==> src/rtl/otter_fetch_queue_pkg.sv <==
// Shared types for the OTTER fetch queue: the queued {instruction, PC} entry
// and the default reset vector.
package otter_pkg;

  typedef struct packed {
    logic [31:0] ir;
    logic [31:0] pc;
  } fq_entry_t;

  localparam logic [31:0] OTTER_RESET_VEC = 32'h0000_0000;

endpackage

==> src/rtl/otter_fetch_queue_if.sv <==
// Instruction-port and decode-handshake signals of the fetch queue.
// master = fetch stage, slave = memory/decode side.
interface otter_fetch_queue_if;

  logic [31:0] MEM_ADDR1;
  logic        MEM_READ1;
  logic [31:0] MEM_DOUT1;
  logic        DE_VALID;
  logic [31:0] DE_IR;
  logic [31:0] DE_PC;
  logic        DE_READY;

  modport master (
    output MEM_ADDR1, MEM_READ1, DE_VALID, DE_IR, DE_PC,
    input  MEM_DOUT1, DE_READY
  );

  modport slave (
    input  MEM_ADDR1, MEM_READ1, DE_VALID, DE_IR, DE_PC,
    output MEM_DOUT1, DE_READY
  );

endinterface

==> src/rtl/otter_fetch_queue_fifo.sv <==
// Generic DEPTH x fq_entry_t FIFO with synchronous reset/clear, push, pop and
// occupancy count. Head entry is read straight from storage.
module otter_sync_fifo
  import otter_pkg::*;
#(
  parameter  int DEPTH = 4,
  localparam int AW    = $clog2(DEPTH),
  localparam int CW    = $clog2(DEPTH + 1)
) (
  input  logic          i_clk,
  input  logic          i_rst,
  input  logic          i_clr,
  input  logic          i_push,
  input  logic          i_pop,
  input  fq_entry_t     i_din,
  output fq_entry_t     o_dout,
  output logic [CW-1:0] o_count
);

  fq_entry_t     r_mem [DEPTH];
  logic [AW-1:0] r_wptr;
  logic [AW-1:0] r_rptr;
  logic [CW-1:0] r_count;

  always_ff @(posedge i_clk) begin
    if (i_push && !i_rst && !i_clr) begin
      r_mem[r_wptr] <= i_din;
    end
  end

  // Pointers wrap naturally because DEPTH is a power of two.
  always_ff @(posedge i_clk) begin
    if (i_rst || i_clr) begin
      r_wptr  <= '0;
      r_rptr  <= '0;
      r_count <= '0;
    end else begin
      if (i_push) r_wptr <= r_wptr + AW'(1);
      if (i_pop)  r_rptr <= r_rptr + AW'(1);
      case ({i_push, i_pop})
        2'b10:   r_count <= r_count + CW'(1);
        2'b01:   r_count <= r_count - CW'(1);
        default: r_count <= r_count;
      endcase
    end
  end

  assign o_dout  = r_mem[r_rptr];
  assign o_count = r_count;

endmodule

==> src/rtl/otter_fetch_queue.sv <==
// OTTER fetch stage: owns the fetch PC, issues one word read per cycle and queues
// {IR, PC} for decode. Optional MEM_DOUT1->decode bypass: OTTER_FQ_BYPASS_EN.
module otter_fetch_queue
  import otter_pkg::*;
#(
  parameter int          DEPTH     = 4,
  parameter logic [31:0] RESET_VEC = otter_pkg::OTTER_RESET_VEC,
  localparam int         CW        = $clog2(DEPTH + 1)
) (
  input  logic                 CLK,
  input  logic                 RESET,
  input  logic                 REDIRECT,
  input  logic [31:0]          REDIRECT_PC,
  otter_fetch_queue_if.master  fq
);

  logic [31:0]   r_fpc;
  logic          r_inflight;
  logic [31:0]   r_inflightPc;

  logic [CW-1:0] w_count;
  logic [31:0]   w_credit;
  logic          w_issue;
  logic [31:0]   w_addr;
  logic          w_respValid;
  logic          w_bypass;
  logic          w_deValid;
  logic          w_xfer;
  logic          w_push;
  logic          w_pop;
  fq_entry_t     w_respEntry;
  fq_entry_t     w_fifoHead;
  fq_entry_t     w_head;

  // Conservative credit: queued entries plus the outstanding request must fit.
  assign w_credit = {{(32-CW){1'b0}}, w_count} + {31'b0, r_inflight};
  assign w_issue  = !RESET && (REDIRECT || (w_credit < 32'(DEPTH)));
  assign w_addr   = RESET    ? RESET_VEC :
                    REDIRECT ? (REDIRECT_PC & 32'hFFFF_FFFC) : r_fpc;

  always_ff @(posedge CLK) begin
    if (RESET) begin
      r_fpc        <= RESET_VEC;
      r_inflight   <= 1'b0;
      r_inflightPc <= '0;
    end else if (w_issue) begin
      r_fpc        <= w_addr + 32'd4;
      r_inflight   <= 1'b1;
      r_inflightPc <= w_addr;
    end else begin
      r_inflight   <= 1'b0;
    end
  end

  assign w_respValid = r_inflight && !REDIRECT;
  assign w_respEntry = '{ir: fq.MEM_DOUT1, pc: r_inflightPc};

`ifdef OTTER_FQ_BYPASS_EN
  assign w_bypass = w_respValid && (w_count == '0);
`else
  assign w_bypass = 1'b0;
`endif

  assign w_head    = w_bypass ? w_respEntry : w_fifoHead;
  assign w_deValid = !RESET && ((w_count != '0) || w_bypass);
  assign w_xfer    = w_deValid && fq.DE_READY && !REDIRECT;
  assign w_pop     = w_xfer && (w_count != '0);
  // A bypassed response that decode accepts never enters the queue.
  assign w_push    = w_respValid && !(w_bypass && w_xfer);

  otter_sync_fifo #(.DEPTH(DEPTH)) u_fifo (
    .i_clk   (CLK),
    .i_rst   (RESET),
    .i_clr   (REDIRECT),
    .i_push  (w_push),
    .i_pop   (w_pop),
    .i_din   (w_respEntry),
    .o_dout  (w_fifoHead),
    .o_count (w_count)
  );

  assign fq.MEM_READ1 = w_issue;
  assign fq.MEM_ADDR1 = w_addr;
  assign fq.DE_VALID  = w_deValid;
  assign fq.DE_IR     = w_deValid ? w_head.ir : 32'h0;
  assign fq.DE_PC     = w_deValid ? w_head.pc : 32'h0;

endmodule

==> src/flat_wrapper.sv <==
// flat-port wrapper written by rule: the top's interface ports become plain ports
module otter_fetch_queue_flat import otter_pkg::*;
#(
  parameter int          DEPTH     = 4,
  parameter logic [31:0] RESET_VEC = otter_pkg::OTTER_RESET_VEC,
  localparam int         CW        = $clog2(DEPTH + 1)
)
  (CLK, RESET, REDIRECT, REDIRECT_PC, fq_MEM_ADDR1, fq_MEM_READ1, fq_DE_VALID, fq_DE_IR, fq_DE_PC, fq_MEM_DOUT1, fq_DE_READY);
  otter_fetch_queue_if fq_i ();
  input  logic CLK;
  input  logic RESET;
  input  logic REDIRECT;
  input  logic [31:0] REDIRECT_PC;
  output wire logic [$bits(fq_i.MEM_ADDR1)-1:0] fq_MEM_ADDR1;
  output wire logic [$bits(fq_i.MEM_READ1)-1:0] fq_MEM_READ1;
  output wire logic [$bits(fq_i.DE_VALID)-1:0] fq_DE_VALID;
  output wire logic [$bits(fq_i.DE_IR)-1:0] fq_DE_IR;
  output wire logic [$bits(fq_i.DE_PC)-1:0] fq_DE_PC;
  input wire logic [$bits(fq_i.MEM_DOUT1)-1:0] fq_MEM_DOUT1;
  input wire logic [$bits(fq_i.DE_READY)-1:0] fq_DE_READY;
  assign fq_MEM_ADDR1 = fq_i.MEM_ADDR1;
  assign fq_MEM_READ1 = fq_i.MEM_READ1;
  assign fq_DE_VALID = fq_i.DE_VALID;
  assign fq_DE_IR = fq_i.DE_IR;
  assign fq_DE_PC = fq_i.DE_PC;
  assign fq_i.MEM_DOUT1 = fq_MEM_DOUT1;
  assign fq_i.DE_READY = fq_DE_READY;
  otter_fetch_queue #(.DEPTH(DEPTH), .RESET_VEC(RESET_VEC)) u_core (.CLK(CLK), .RESET(RESET), .REDIRECT(REDIRECT), .REDIRECT_PC(REDIRECT_PC), .fq(fq_i));
endmodule
==> config.mk <==
export PLATFORM = sky130hd
export DESIGN_NAME = otter_fetch_queue_flat
export DESIGN_NICKNAME = d
export VERILOG_FILES = /design/src/rtl/otter_fetch_queue_pkg.sv /design/src/rtl/otter_fetch_queue_if.sv /design/src/rtl/otter_fetch_queue_fifo.sv /design/src/rtl/otter_fetch_queue.sv /design/src/flat_wrapper.sv
export SDC_FILE = /design/constraint.sdc
export NUM_CORES = 1
export LEC_CHECK = 0
export CORE_AREA = 5 5 130 256
export CTS_CLUSTER_DIAMETER = 100
export DETAILED_ROUTE_END_ITERATION = 8
export DIE_AREA = 0 0 135 261
export GPL_ROUTABILITY_DRIVEN = 0
export HOLD_SLACK_MARGIN = 0.15
export PLACE_DENSITY = 0.68
export SYNTH_ARGS = -nofsm -noshare
export SYNTH_HDL_FRONTEND = slang
export SYNTH_SLANG_ARGS = --single-unit
==> constraint.sdc <==
create_clock -name CLK -period 3.1 [get_ports CLK]
set_input_delay 0.31 -clock CLK [delete_from_list [all_inputs] [get_ports CLK]]
set_output_delay 0.31 -clock CLK [all_outputs]
set_load 0.005 [all_outputs]
# After elaboration in Yosys (flattened, before gate mapping)
# Memories as Yosys holds them, arrays and structs flattened. A register that Yosys moved wholly into a read port is not among the register bits.
# Cells that the tools add are included.
[classes]
add_sub_neg = 6
n_lt_le_gt_ge = 1
n_eq_ne = 2
mux = 10
n_reduce_logical = 14
[op_table]
columns = ["cell", "count"]
rows = [
  ["$mux W32", 4],
  ["$add A32 B3 Y32 const B", 1],
  ["$lt A32 B3 Y1 const B", 1],
  ["$logic_and A1 B1 Y1", 8],
  ["$pmux W3 S2", 1],
  ["$add A2 B1 Y2 const B", 2],
  ["$add A3 B1 Y4", 1],
  ["$mux W2", 2],
  ["$add A3 B1 Y3 const B", 1],
  ["$mux W1", 3],
  ["$reduce_bool A3 Y1", 1],
  ["$sub A3 B1 Y3 const B", 1],
  ["$eq A2 B1 Y1 const B", 1],
  ["$eq A2 B2 Y1 const B", 1],
  ["$logic_not A1 Y1", 2],
  ["$logic_or A1 B1 Y1", 2],
  ["$reduce_bool A2 Y1", 1],
]
[word_totals]
regBits = 72
mem_bits_rw = 256
out_inout_bits = 98
word_cells = 40
memories = 1
[memory_table]
columns = ["name", "depth", "width", "rd", "rd_clocked_by_memory_dff", "wr", "line", "source"]
rows = [
  ["u_core.u_fifo.r_mem", 4, 64, 1, 1, 1, "otter_fetch_queue_fifo.sv:20", "fq_entry_t r_mem [DEPTH];"],
]

# Depth between registers and ports, before layout
[depth]
word_depth = 7
ltp_mapped = 13
mapped_depth_nobuf = 8

# Hierarchy
# A second synthesis with hierarchy kept.
[hier_totals]
cells_unflattened = 880
hier_area_um2 = 13713.2
[modules_own_cells]
columns = ["mod", "n_inst", "cells_per_inst", "area_per_inst_um2", "seq_area_each_um2"]
rows = [
  ["otter_sync_fifo", 1, 381, 9743.1, 7867.5],
  ["otter_fetch_queue", 1, 499, 3970.1, 1261.2],
]

# Worst setup path after synthesis
# OpenSTA, ideal clock, no wires.
[synth_path]
kind = "input-to-reg"
start = "input REDIRECT"
end = "memory u_core.u_fifo.r_mem[0][0] (netlist name) (enable)"
setup_time_ns = 0.429
t_arrival_ns = 2.884
setup_slack_ns = -0.213
stages = 7
path_buffers = 5
path_cell_list = "buf_6 > buf_6 > buf_6 > buf_4 > buf_2 > nor2_1 > and3_1"
[synth_via]
elab_chain_len = 6
[synth_rtl]
columns = ["element", "line", "source"]
rows = [
  ["start, declared", "flat_wrapper.sv:12", "input logic REDIRECT;"],
  ["$logic_not A1 Y1 (*)", "otter_fetch_queue_fifo.sv:26, otter_fetch_queue.sv:55", ""],
  ["$logic_and A1 B1 Y1", "otter_fetch_queue.sv:55", "assign w_respValid = r_inflight && !REDIRECT;"],
  ["$logic_and A1 B1 Y1", "otter_fetch_queue_fifo.sv:26", "if (i_push && !i_rst && !i_clr) begin"],
  ["$logic_and A1 B1 Y1 (*)", "otter_fetch_queue_fifo.sv:26", ""],
  ["$mux W1 (*)", "otter_fetch_queue_fifo.sv:26", ""],
  ["$mux W1 (implied by the code) (*)", "otter_fetch_queue_fifo.sv:27", "r_mem[r_wptr] <= i_din;"],
  ["end, declared", "otter_fetch_queue_fifo.sv:20", ""],
]
# Every way passes the cells marked *; elsewhere a longest branch is shown, timed or not.

# Worst setup path in the final report
[layout_path]
start = "input RESET"
end = "output fq_MEM_ADDR1[24]"
[layout_via]
elab_chain_len = 1
[layout_rtl]
columns = ["element", "line", "source"]
rows = [
  ["start, declared", "flat_wrapper.sv:11", "input logic RESET;"],
  ["$mux W32", "otter_fetch_queue.sv:38", "assign w_addr = RESET ? RESET_VEC :"],
  ["end, declared", "flat_wrapper.sv:14", "output wire logic [$bits(fq_i.MEM_ADDR1)-1:0] fq_MEM_ADDR1;"],
]
# Every way passes these cells.

==> summary.txt <==
Timing
  • Highest Clock Rate: 346 MHz
  • Final Skew: 0.0128 ns
  • Count of final hold-check violations: 0
  • Fin crit share: 93.3%
  • Fin crit period: 2.89 ns
  • Slew Viols, Final: 0
  • RSZ-0062 raised after global routing: no
  • Worst Tran Pin Value: 1.03 ns
  • Setup TNS: 0 ns
  • Final worst setup slack: 0.207 ns
  • # setup viols final: 0
  • Slew headroom: 31.2%

Detailed routing
  • Average wire per standard cell: 19.9 um
  • DRC: 0
  • Vias per cell: 5.34
  • Total number of vias: 8176
  • Antenna viol nets, final: 0
  • 1st-pass router iterations: 5
  • Initial DRC Count: 442
  • Total wire length: 30400 um

Worst setup path
  • Reg2reg setup slack: 0.77 ns
  • Cells on worst reg2reg path: 5
  • Crit start category: input port
  • Crit path capture type: output port
  • Worst r2r src: u_core.r_fpc[12]
  • Req. time, crit path: 2.79 ns
  • Reg-to-Reg End: u_core.r_fpc[27]
  • CP Class: input port to output port
  • Critical Path AT: 2.58 ns
  • Critical Path Fanout Max: 24

Clock tree
  • H-Tree Depth: 1
  • Clk sinks: 328
  • Clock-pin slew on the worst setup and hold paths: 0.06 ns
  • Root buffer cell: clkbuf_16
  • Post_cts resized: 0
  • Clock Latency Late Sink: 0.55 ns
  • CTS tree: done
  • Clk buf depth: 3
  • Clock buffer count from CTS: 28

Logic synthesis
  • Post-synthesis sequential area ratio: 66.4%
  • Yosys Warn Count: 0
  • Synth Instances: 915
  • Syn nets: 990
  • Synth unique cells: 63
  • Async set or reset register ratio after synthesis: 0%
  • Post-synth EDFFs: 256
  • Avg Inst Size Synth: 15.0 um^2
  • Post-Syn Area: 13800 um^2
  • Yosys reg bits: 328
  • Most common flop cell mapped by yosys: edfxtp_1

Cells and area
  • ANT cells: 0
  • Final #Nets: 1162
  • Layout cells sized above 1: 16.4%
  • Most common cell after layout, fill and taps aside: edfxtp_1
  • P&R area growth vs syn: 23.5%
  • Most frequent cells in the layout: edfxtp_1 (256), clkdlybuf4s50_1 (161), nand2_1 (80), dfxtp_1 (70), and2_1 (68)

Die
  • Die area: 35200 um^2
  • Std cell rows: 92
  • Die X: 135 um
  • # IOs: 166
  • Core Area: 31200 um^2
  • Starting Density: 44.1%
  • Die H: 261 um

Placement
  • Port-buffer cells: 163
  • Pre-CTS setup slack: 0.258 ns
  • HPWL after DPL: 19900 um

Hold path
  • Hold Path Sink: u_core.r_inflightPc[3]
  • Hold depth: 5
  • HP Start: REDIRECT
  • Worst Hold Class: input port to flip-flop

GRT
  • GRT Util Overall: 17.3%
  • First-pass GRT wire length: 48000 um
  • Vias in the first global route: 8588
  • Overflow after GRT: 0
  • Initial antenna violation count: 0
  • Largest net degree at the start of global routing: 47

Power and ir drop
  • PD cells: 519 nW/um^2
  • Static leakage: 5.75 nW
  • Peak VDD IR: 0.000452 V

Run
  • Max-cap violations: 0

Status
  • Status: finished, final reports clean
[timing repair]
item                                   4_1_cts  5_1_grt
endpoints found under the hold margin        4        0
setup endpoints to repair                    0       19
setup buffers                                0        5
hold buffers                                 1        0
[through the flow]
| step | total power, mW | instance area, um^2 | hold slack, ns | util (%) | cells |
|---|---|---|---|---|---|
| after detailed placement | 5.43 | 16000 | 0.467 | 51.4 | 1474 |
| final | 8.82 | 17000 | 0.379 | 54.5 | 1531 |
| after global placement | 5.41 | 16000 | 0.460 | 51.4 | 1474 |
| after global routing | 9.13 | 17000 | 0.386 | 54.5 | 1531 |
| after CTS | 8.91 | 17000 | 0.363 | 54.3 | 1526 |
| after floorplan | 5.17 | 13800 | 0.409 | - | 915 |
[Yosys cell counts (5+ instances only)]
| cell | count | share of area [%] |
|---|---|---|
| xnor2_1 | 6 | 0.38 |
| ha_1 | 6 | 0.55 |
| nor2_1 | 65 | 1.8 |
| nand3_1 | 45 | 1.6 |
| o21ai_0 | 7 | 0.25 |
| dfxtp_1 | 72 | 10 |
| xor2_1 | 13 | 0.83 |
| nand3b_1 | 11 | 0.60 |
| mux4_2 | 64 | 10 |
| a211oi_1 | 12 | 0.65 |
| and2_1 | 68 | 3.1 |
| buf_2 | 12 | 0.44 |
| a21oi_1 | 7 | 0.25 |
| or4_1 | 5 | 0.27 |
| mux2i_1 | 29 | 2.1 |
| inv_1 | 12 | 0.33 |
| nand2_1 | 80 | 2.2 |
| a311oi_1 | 5 | 0.32 |
| nor3_1 | 8 | 0.29 |
| and3_1 | 8 | 0.36 |
| nand2b_1 | 5 | 0.23 |
| clkbuf_1 | 30 | 0.82 |
| buf_1 | 8 | 0.22 |
| buf_6 | 6 | 0.49 |
| edfxtp_1 | 256 | 56 |
| nand4_1 | 7 | 0.32 |
[layout make-up]
type / count / area [um^2]
Multi-Input combinational cell: 517 / 4330
Inverter: 12 / 45.0
Clock inverter: 16 / 119
Clock buffer: 35 / 800
Sequential cell: 328 / 9140
Tap cell: 423 / 529
Timing Repair Buffer: 200 / 2030
Fill cell: 2538 / 14200
[worst max path at each step]
stage | depth (start not counted) | start | to
final | 7 | RESET | fq_MEM_ADDR1[24]
after global routing | 7 | RESET | fq_MEM_ADDR1[24]
after CTS | 7 | RESET | fq_DE_PC[31]
after detailed placement | 7 | REDIRECT | u_core.r_fpc[27]
after global placement | 8 | REDIRECT_PC[2] | u_core.r_fpc[28]
after floorplan | 12 | REDIRECT | u_core.r_fpc[28]
[layer usage]
metal  vias to the layer above  GRT usage, %  wire [um]
met4                         0          4.57        641
met2                       240          30.2      15600
met3                        41          3.44       2020
met1                      4084          22.0      12200
li1                       3811             -          -
met5                         -             0          0
[state kept, by name, summed over array words and instances (netlist names), named ones only]
name and flops:
u_core.r_inflight 1, u_core.u_fifo.o_count 3, u_core.u_fifo.r_wptr 2, u_core.r_fpc 32
u_core.r_inflightPc 30, u_core.u_fifo.r_mem 256, u_core.u_fifo.r_rptr 2
[report_power, final]
group          internal, mW  leakage (nW)  switching (mW)
Sequential             4.81          2.89          0.0522
Combinational         0.247          2.41           0.232
Clock                  1.92         0.452            1.56
Total                  6.97          5.75            1.85
[cell families after synthesis]
group | Yosys count | synth area share, %
adders and majority gates | 7 | 0.691
and+or+nand+nor | 326 | 12.4
muxes | 93 | 12.6
buffers and inverters | 70 | 2.40
DFF | 328 | 66.4
xor gates and xnor gates | 19 | 1.21
AOI/OAI and AO/OA | 72 | 4.31
[worst max-delay path, cell delays in order]
cell and delay, ns:
dlygate4sd3_1 0.54, buf_2 0.33, buf_4 0.29, buf_4 0.32
or2_1 0.22, inv_1 0.09, clkdlybuf4s50_1 0.46
No activity file was read; power rests on OpenSTA's default activity.
